## src/rtl/spad_write_arbiter.sv

```systemverilog
// ---------------------------------------------------------------------------
// spad_write_arbiter
//   Shares the single PE scratchpad write port between NUM_REQ read
//   controllers (filter, ifmap, psum). A requester raises req while its input
//   FIFO is non-empty. The arbiter selects one round-robin, registers its
//   burst length, and holds a one-hot grant until the burst completes, the
//   FIFO drains, or reset. There is always one idle cycle between grants.
//
//   Optional feature macro: SPAD_ARB_STATS_EN
//     Adds per-requester 16-bit saturating beat counters (stat_beats) with a
//     synchronous clear (stat_clr).
//
// Ports
//   clk        in   clock
//   rstn       in   asynchronous active-low reset
//   en         in   enable; 0 freezes all state and masks grant/beat/burst_done
//   req        in   [NUM_REQ]            req[i] = ~empty of requester i
//   burst_len  in   [NUM_REQ*CONFIG_BIT] words per grant, field i at i*CONFIG_BIT
//   spad_busy  in   spad cannot accept a write this cycle
//   grant      out  [NUM_REQ]            one-hot write grant
//   grant_id   out  [$clog2(NUM_REQ)]    current owner (valid while busy)
//   beat       out  one word is written this cycle
//   burst_done out  pulse on the final beat of a full burst
//   busy       out  arbiter owns a grant
//   stat_clr   in   (SPAD_ARB_STATS_EN) synchronous clear of beat counters
//   stat_beats out  (SPAD_ARB_STATS_EN) [NUM_REQ*16] per-requester beat counts
// ---------------------------------------------------------------------------
module spad_write_arbiter #(
    parameter int unsigned NUM_REQ    = 3,
    parameter int unsigned CONFIG_BIT = 5,
    localparam int unsigned ID_W      = $clog2(NUM_REQ)
) (
    input  logic                          clk,
    input  logic                          rstn,
    input  logic                          en,
    input  logic [NUM_REQ-1:0]            req,
    input  logic [NUM_REQ*CONFIG_BIT-1:0] burst_len,
    input  logic                          spad_busy,
`ifdef SPAD_ARB_STATS_EN
    input  logic                          stat_clr,
    output logic [NUM_REQ*16-1:0]         stat_beats,
`endif
    output logic [NUM_REQ-1:0]            grant,
    output logic [ID_W-1:0]               grant_id,
    output logic                          beat,
    output logic                          burst_done,
    output logic                          busy
);

    typedef enum logic [0:0] {StIdle, StGrant} state_e;

    state_e                state_q, state_d;
    logic [ID_W-1:0]       id_q, id_d;
    logic [ID_W-1:0]       rr_ptr_q, rr_ptr_d;
    logic [CONFIG_BIT:0]   cnt_q, cnt_d;
    logic [CONFIG_BIT-1:0] len_q, len_d;

    // Round-robin pick: first requester at or after rr_ptr+1, wrapping.
    logic [ID_W-1:0]             pick_id;
    logic                        pick_found;
    logic [NUM_REQ-1:0]          req_sh;
    int unsigned                 scan_idx;
    logic [NUM_REQ*CONFIG_BIT-1:0] len_sh;
    logic [CONFIG_BIT-1:0]       pick_len;

    always_comb begin
        pick_id    = '0;
        pick_found = 1'b0;
        req_sh     = '0;
        scan_idx   = 0;
        for (int unsigned k = 1; k <= NUM_REQ; k++) begin
            scan_idx = (32'(rr_ptr_q) + k) % NUM_REQ;
            req_sh   = req >> scan_idx;
            if (!pick_found && req_sh[0]) begin
                pick_found = 1'b1;
                pick_id    = ID_W'(scan_idx);
            end
        end
    end

    always_comb begin
        len_sh   = burst_len >> (32'(pick_id) * CONFIG_BIT);
        pick_len = len_sh[CONFIG_BIT-1:0];
    end

    // Owner's request and final-beat detection.
    logic [NUM_REQ-1:0] own_sh;
    logic               own_req;
    logic               last_word;

    always_comb begin
        own_sh    = req >> id_q;
        own_req   = own_sh[0];
        last_word = (cnt_q + (CONFIG_BIT+1)'(1)) == {1'b0, len_q};
    end

    always_comb begin
        state_d    = state_q;
        id_d       = id_q;
        rr_ptr_d   = rr_ptr_q;
        cnt_d      = cnt_q;
        len_d      = len_q;
        grant      = '0;
        beat       = 1'b0;
        burst_done = 1'b0;
        busy       = (state_q == StGrant);

        unique case (state_q)
            StIdle: begin
                // spad_busy deliberately does not gate selection.
                if (en && pick_found) begin
                    id_d    = pick_id;
                    len_d   = (pick_len == '0) ? CONFIG_BIT'(1) : pick_len;
                    cnt_d   = '0;
                    state_d = StGrant;
                end
            end
            StGrant: begin
                if (en) begin
                    grant = NUM_REQ'(1) << id_q;
                    beat  = own_req & ~spad_busy;
                    if (beat && last_word) begin
                        burst_done = 1'b1;
                        rr_ptr_d   = id_q;
                        state_d    = StIdle;
                    end else if (beat) begin
                        cnt_d = cnt_q + (CONFIG_BIT+1)'(1);
                    end else if (!own_req) begin
                        // FIFO drained mid-burst: give up the port, no done pulse.
                        rr_ptr_d = id_q;
                        state_d  = StIdle;
                    end
                end
            end
            default: state_d = StIdle;
        endcase
    end

    always_ff @(posedge clk or negedge rstn) begin
        if (!rstn) begin
            state_q  <= StIdle;
            id_q     <= '0;
            rr_ptr_q <= ID_W'(NUM_REQ - 1);
            cnt_q    <= '0;
            len_q    <= '0;
        end else begin
            state_q  <= state_d;
            id_q     <= id_d;
            rr_ptr_q <= rr_ptr_d;
            cnt_q    <= cnt_d;
            len_q    <= len_d;
        end
    end

    assign grant_id = id_q;

`ifdef SPAD_ARB_STATS_EN
    logic [15:0] stat_q [NUM_REQ];

    for (genvar i = 0; i < NUM_REQ; i++) begin : g_stat
        always_ff @(posedge clk or negedge rstn) begin
            if (!rstn) begin
                stat_q[i] <= '0;
            end else if (stat_clr) begin
                stat_q[i] <= '0;
            end else if (beat && (id_q == ID_W'(i)) && (stat_q[i] != 16'hFFFF)) begin
                stat_q[i] <= stat_q[i] + 16'd1;
            end
        end
        assign stat_beats[i*16 +: 16] = stat_q[i];
    end
`endif

endmodule
```

## config.mk

```make
export PLATFORM = sky130hd
export DESIGN_NAME = spad_write_arbiter
export DESIGN_NICKNAME = d
export VERILOG_FILES = /design/src/rtl/spad_write_arbiter.sv
export SDC_FILE = /design/constraint.sdc
export NUM_CORES = 1
export LEC_CHECK = 0
export ABC_AREA = 1
export CAP_MARGIN = 20
export CORE_ASPECT_RATIO = 1.5
export CORE_MARGIN = 5
export CORE_UTILIZATION = 32
export DETAILED_ROUTE_END_ITERATION = 8
export RECOVER_POWER = 100
export SETUP_SLACK_MARGIN = 0.2
export SLEW_MARGIN = 30
export SYNTH_ARGS = -nofsm -noshare
export SYNTH_HDL_FRONTEND = slang
export SYNTH_SLANG_ARGS = --single-unit
```

## constraint.sdc

```tcl
create_clock -name clk -period 6.2 [get_ports clk]
set_clock_uncertainty 0.2 [all_clocks]
set_input_delay 1.55 -clock clk [delete_from_list [all_inputs] [get_ports clk]]
set_output_delay 1.55 -clock clk [all_outputs]
set_load 0.1 [all_outputs]
```

==> results_dict.tcl <==
set metrics [dict create \
    outcome "finished clean" \
    synth_seq_cells 16 \
    p_sw_frac 0.552 \
    power_mw 0.816 \
    vias 1335 \
    synth.largest_area_cell "dfrtp_1" \
    die_area_sq_um 5780 \
    rsz0062_at_grt "false" \
    initialDrtViolationCount 66 \
    yosysMostFrequentCell "nand2_1" \
    final_antenna_net_count 0 \
    syn-instance-count 202 \
    synthTopCellsByCount "nand2_1 (60), inv_1 (29), dfrtp_1 (15), nand3_1 (15), nor2_1 (15)" \
    yosys_warnings 0 \
    antenna_found_initial 0 \
    fp.dieW_microns 63.8 \
    cts.clk_slew.worst_paths_ns 0.06 \
    coreArea_sq_um 4210 \
    hp-class "flop to flop" \
    holdBufCountCts 0 \
    finalSetupViolCount 0 \
    cts_root_buf "clkbuf_8" \
    cts_buffers 3 \
    grt_pass1_vias 1299 \
    path_common_cell "nand2_1" \
    power_switching_mw 0.451 \
    port_buffers 29 \
    clock.fmax_mhz 183 \
    async_reset_ff_frac 1.00 \
    p_leak_nw 0.869 \
    clk_path_buf_depth 2 \
    die_y_microns 90.7 \
    wl_per_cell_microns 11.7 \
    tns_ns 0 \
    power-per-cell-area_nw_per_um2 470 \
    netlist-cell-type-count 28 \
    worstSetupPathType "primary input to output port" \
    synthFlopType "dfrtp_1" \
    drt-vias-per-instance 4.75 \
    synth_nets 234 \
    cp_max_fo 4 \
    placementRows 29 \
    drc 0 \
    vdd_ir_drop_max_mv 0.223 \
    synth-seq-area-share 0.289 \
    pin_count 30 \
    yosysTopAreaCellShare 0.270 \
    cp.arrival_ns 3.73 \
    pre_cts_ws_ns 1.10 \
    insertion_delay_ns 0.24 \
    crit_chain "dlygate4sd3_1 -> inv_1 -> nand2_1 -> o21ai_0 -> a21oi_1 -> nand2_1 -> nor2_1 -> clkbuf_1" \
    dr.pass1.iters 4 \
    slew_headroom 0.207 \
    postCtsSetupRepairBufs 0 \
    synth-edff-count 0 \
    maxSlewViolCount 0 \
    worst_setup_path_end_kind "output port" \
    hpwl_microns 2770 \
    area_delta_synth_final_pct 25.0 \
    crit_path_max_incr_delay_ns 0.90 \
    htreeDepth 1 \
    fin_crit_sh 0.883 \
    synth_area_sq_um 1390 \
    p_int_mw 0.366 \
    critPathRequiredTime_ns 4.45 \
    fin_crit_ns 5.48 \
    initial_core_util 0.330 \
    start_kind "primary input" \
    finalHoldViolations 0 \
    setup_ws_ns 0.725 \
    gp_congestion 0.823 \
    cts_tree "built" \
    maxCapViolCount 0 \
    grt_max_degree 17 \
    synth_area_per_cell_sq_um 6.88 \
    grt-ovfl-total 0 \
    drive_gt1_frac 0.115 \
    grt_pass1_wl_microns 5730 \
    combPwrFrac 0.670 \
    synthTopCellsByArea "dfrtp_1 (27%), nand2_1 (16%), ha_1 (9.0%)" \
    antennaDiodeCount 0 \
    cts_resized 0 \
    cts_sinks 16 \
    worstMarginPinSlew_ns 1.19 \
    clkPwrFrac 0.112 \
    grt_use_total 0.120 \
    routed_wl_microns 3290 \
    nets 268 \
    crit_slowest_cell "clkbuf_1" \
    seqPwrFrac 0.218 \
]
==> power by group through the flow <==
stage                     Combinational [mW]  Clock (mW)  Sequential, mW
after CTS                              0.579      0.0950           0.179
after detailed placement               0.577           0           0.180
after global placement                 0.575           0           0.179
after global routing                   0.616       0.101           0.185
final                                  0.547      0.0915           0.178
after floorplan                        0.409           0           0.223
==> worst max-delay path, delay by kind of cell <==
family / cells / cell delay [ns]
AOI/OAI and AO/OA: 2 / 0.27
buffers and inverters: 3 / 1.53
and+or+nand+nor: 3 / 0.36
==> cells by family (layout without fill, tap and decap cells) <==
group | after synthesis | after routing | share of synthesized area
fa+ha+maj | 10 | 10 | 0.0901
compound gates | 19 | 19 | 0.0802
xor+xnor | 5 | 5 | 0.0315
flops | 16 | 16 | 0.289
simple gates | 119 | 119 | 0.420
buf+inv | 33 | 66 | 0.0892
==> layer usage <==
metal	up-vias	track usage	routed length (microns)
met5	-	0	0
met4	0	0.0468	42
met3	2	0.0212	95
met2	16	0.223	1800
met1	608	0.128	1350
li1	709	-	-
==> placed cells by master (no fill, tap or decap), types with 5 or more instances in the layout <==
master / count
nand3_1: 16
o21ai_0: 10
clkdlybuf4s50_1: 19
nor2_1: 16
nand2_1: 60
nand2_2: 5
dfrtp_1: 15
ha_1: 10
nand4_1: 8
inv_1: 29
dlygate4sd3_1: 5
==> flip-flops by register name, summed over array words and instances, names as in the netlist <==
| signal | cells |
|---|---|
| len_q | 5 |
| cnt_q | 6 |
| grant_id | 2 |
| busy | 1 |
| rr_ptr_q | 2 |
==> through the flow <==
stage / hold WS (ns) / instances / instance area (sq um) / utilization
2_1_floorplan: 0.263 / 202 / 1390 / -
3_3_place_gp: 0.283 / 277 / 1720 / 0.410
6_report: 0.299 / 281 / 1740 / 0.413
5_1_grt: 0.333 / 281 / 1740 / 0.413
3_5_place_dp: 0.286 / 277 / 1720 / 0.410
4_1_cts: 0.304 / 281 / 1780 / 0.423
==> path summary, 6_finish.rpt <==
| check | start | to | slack (ns) | depth (start not counted) |
|---|---|---|---|---|
| worst max register to register | rr_ptr_q[1] | len_q[0] | 3.01 | 17 |
| worst max-delay path | req[1] | beat | 0.72 | 8 |
| worst min-delay path | len_q[2] | len_q[2] | 0.30 | 2 |
| worst min register to register | len_q[2] | len_q[2] | 0.30 | 2 |
| min in group asynchronous | rstn | cnt_q[4] | 1.60 | 1 |
| max in group asynchronous | rstn | grant_id[1] | 3.74 | 1 |
==> final cells by class <==
cell class / count / area, sq um
Clock buffer: 4 / 55.1
Sequential cell: 16 / 402
Tap cell: 46 / 57.6
Inverter: 33 / 124
Timing Repair Buffer: 29 / 260
Multi-Input combinational cell: 153 / 838
Fill cell: 448 / 2470
(Power assumes the default switching activity.)
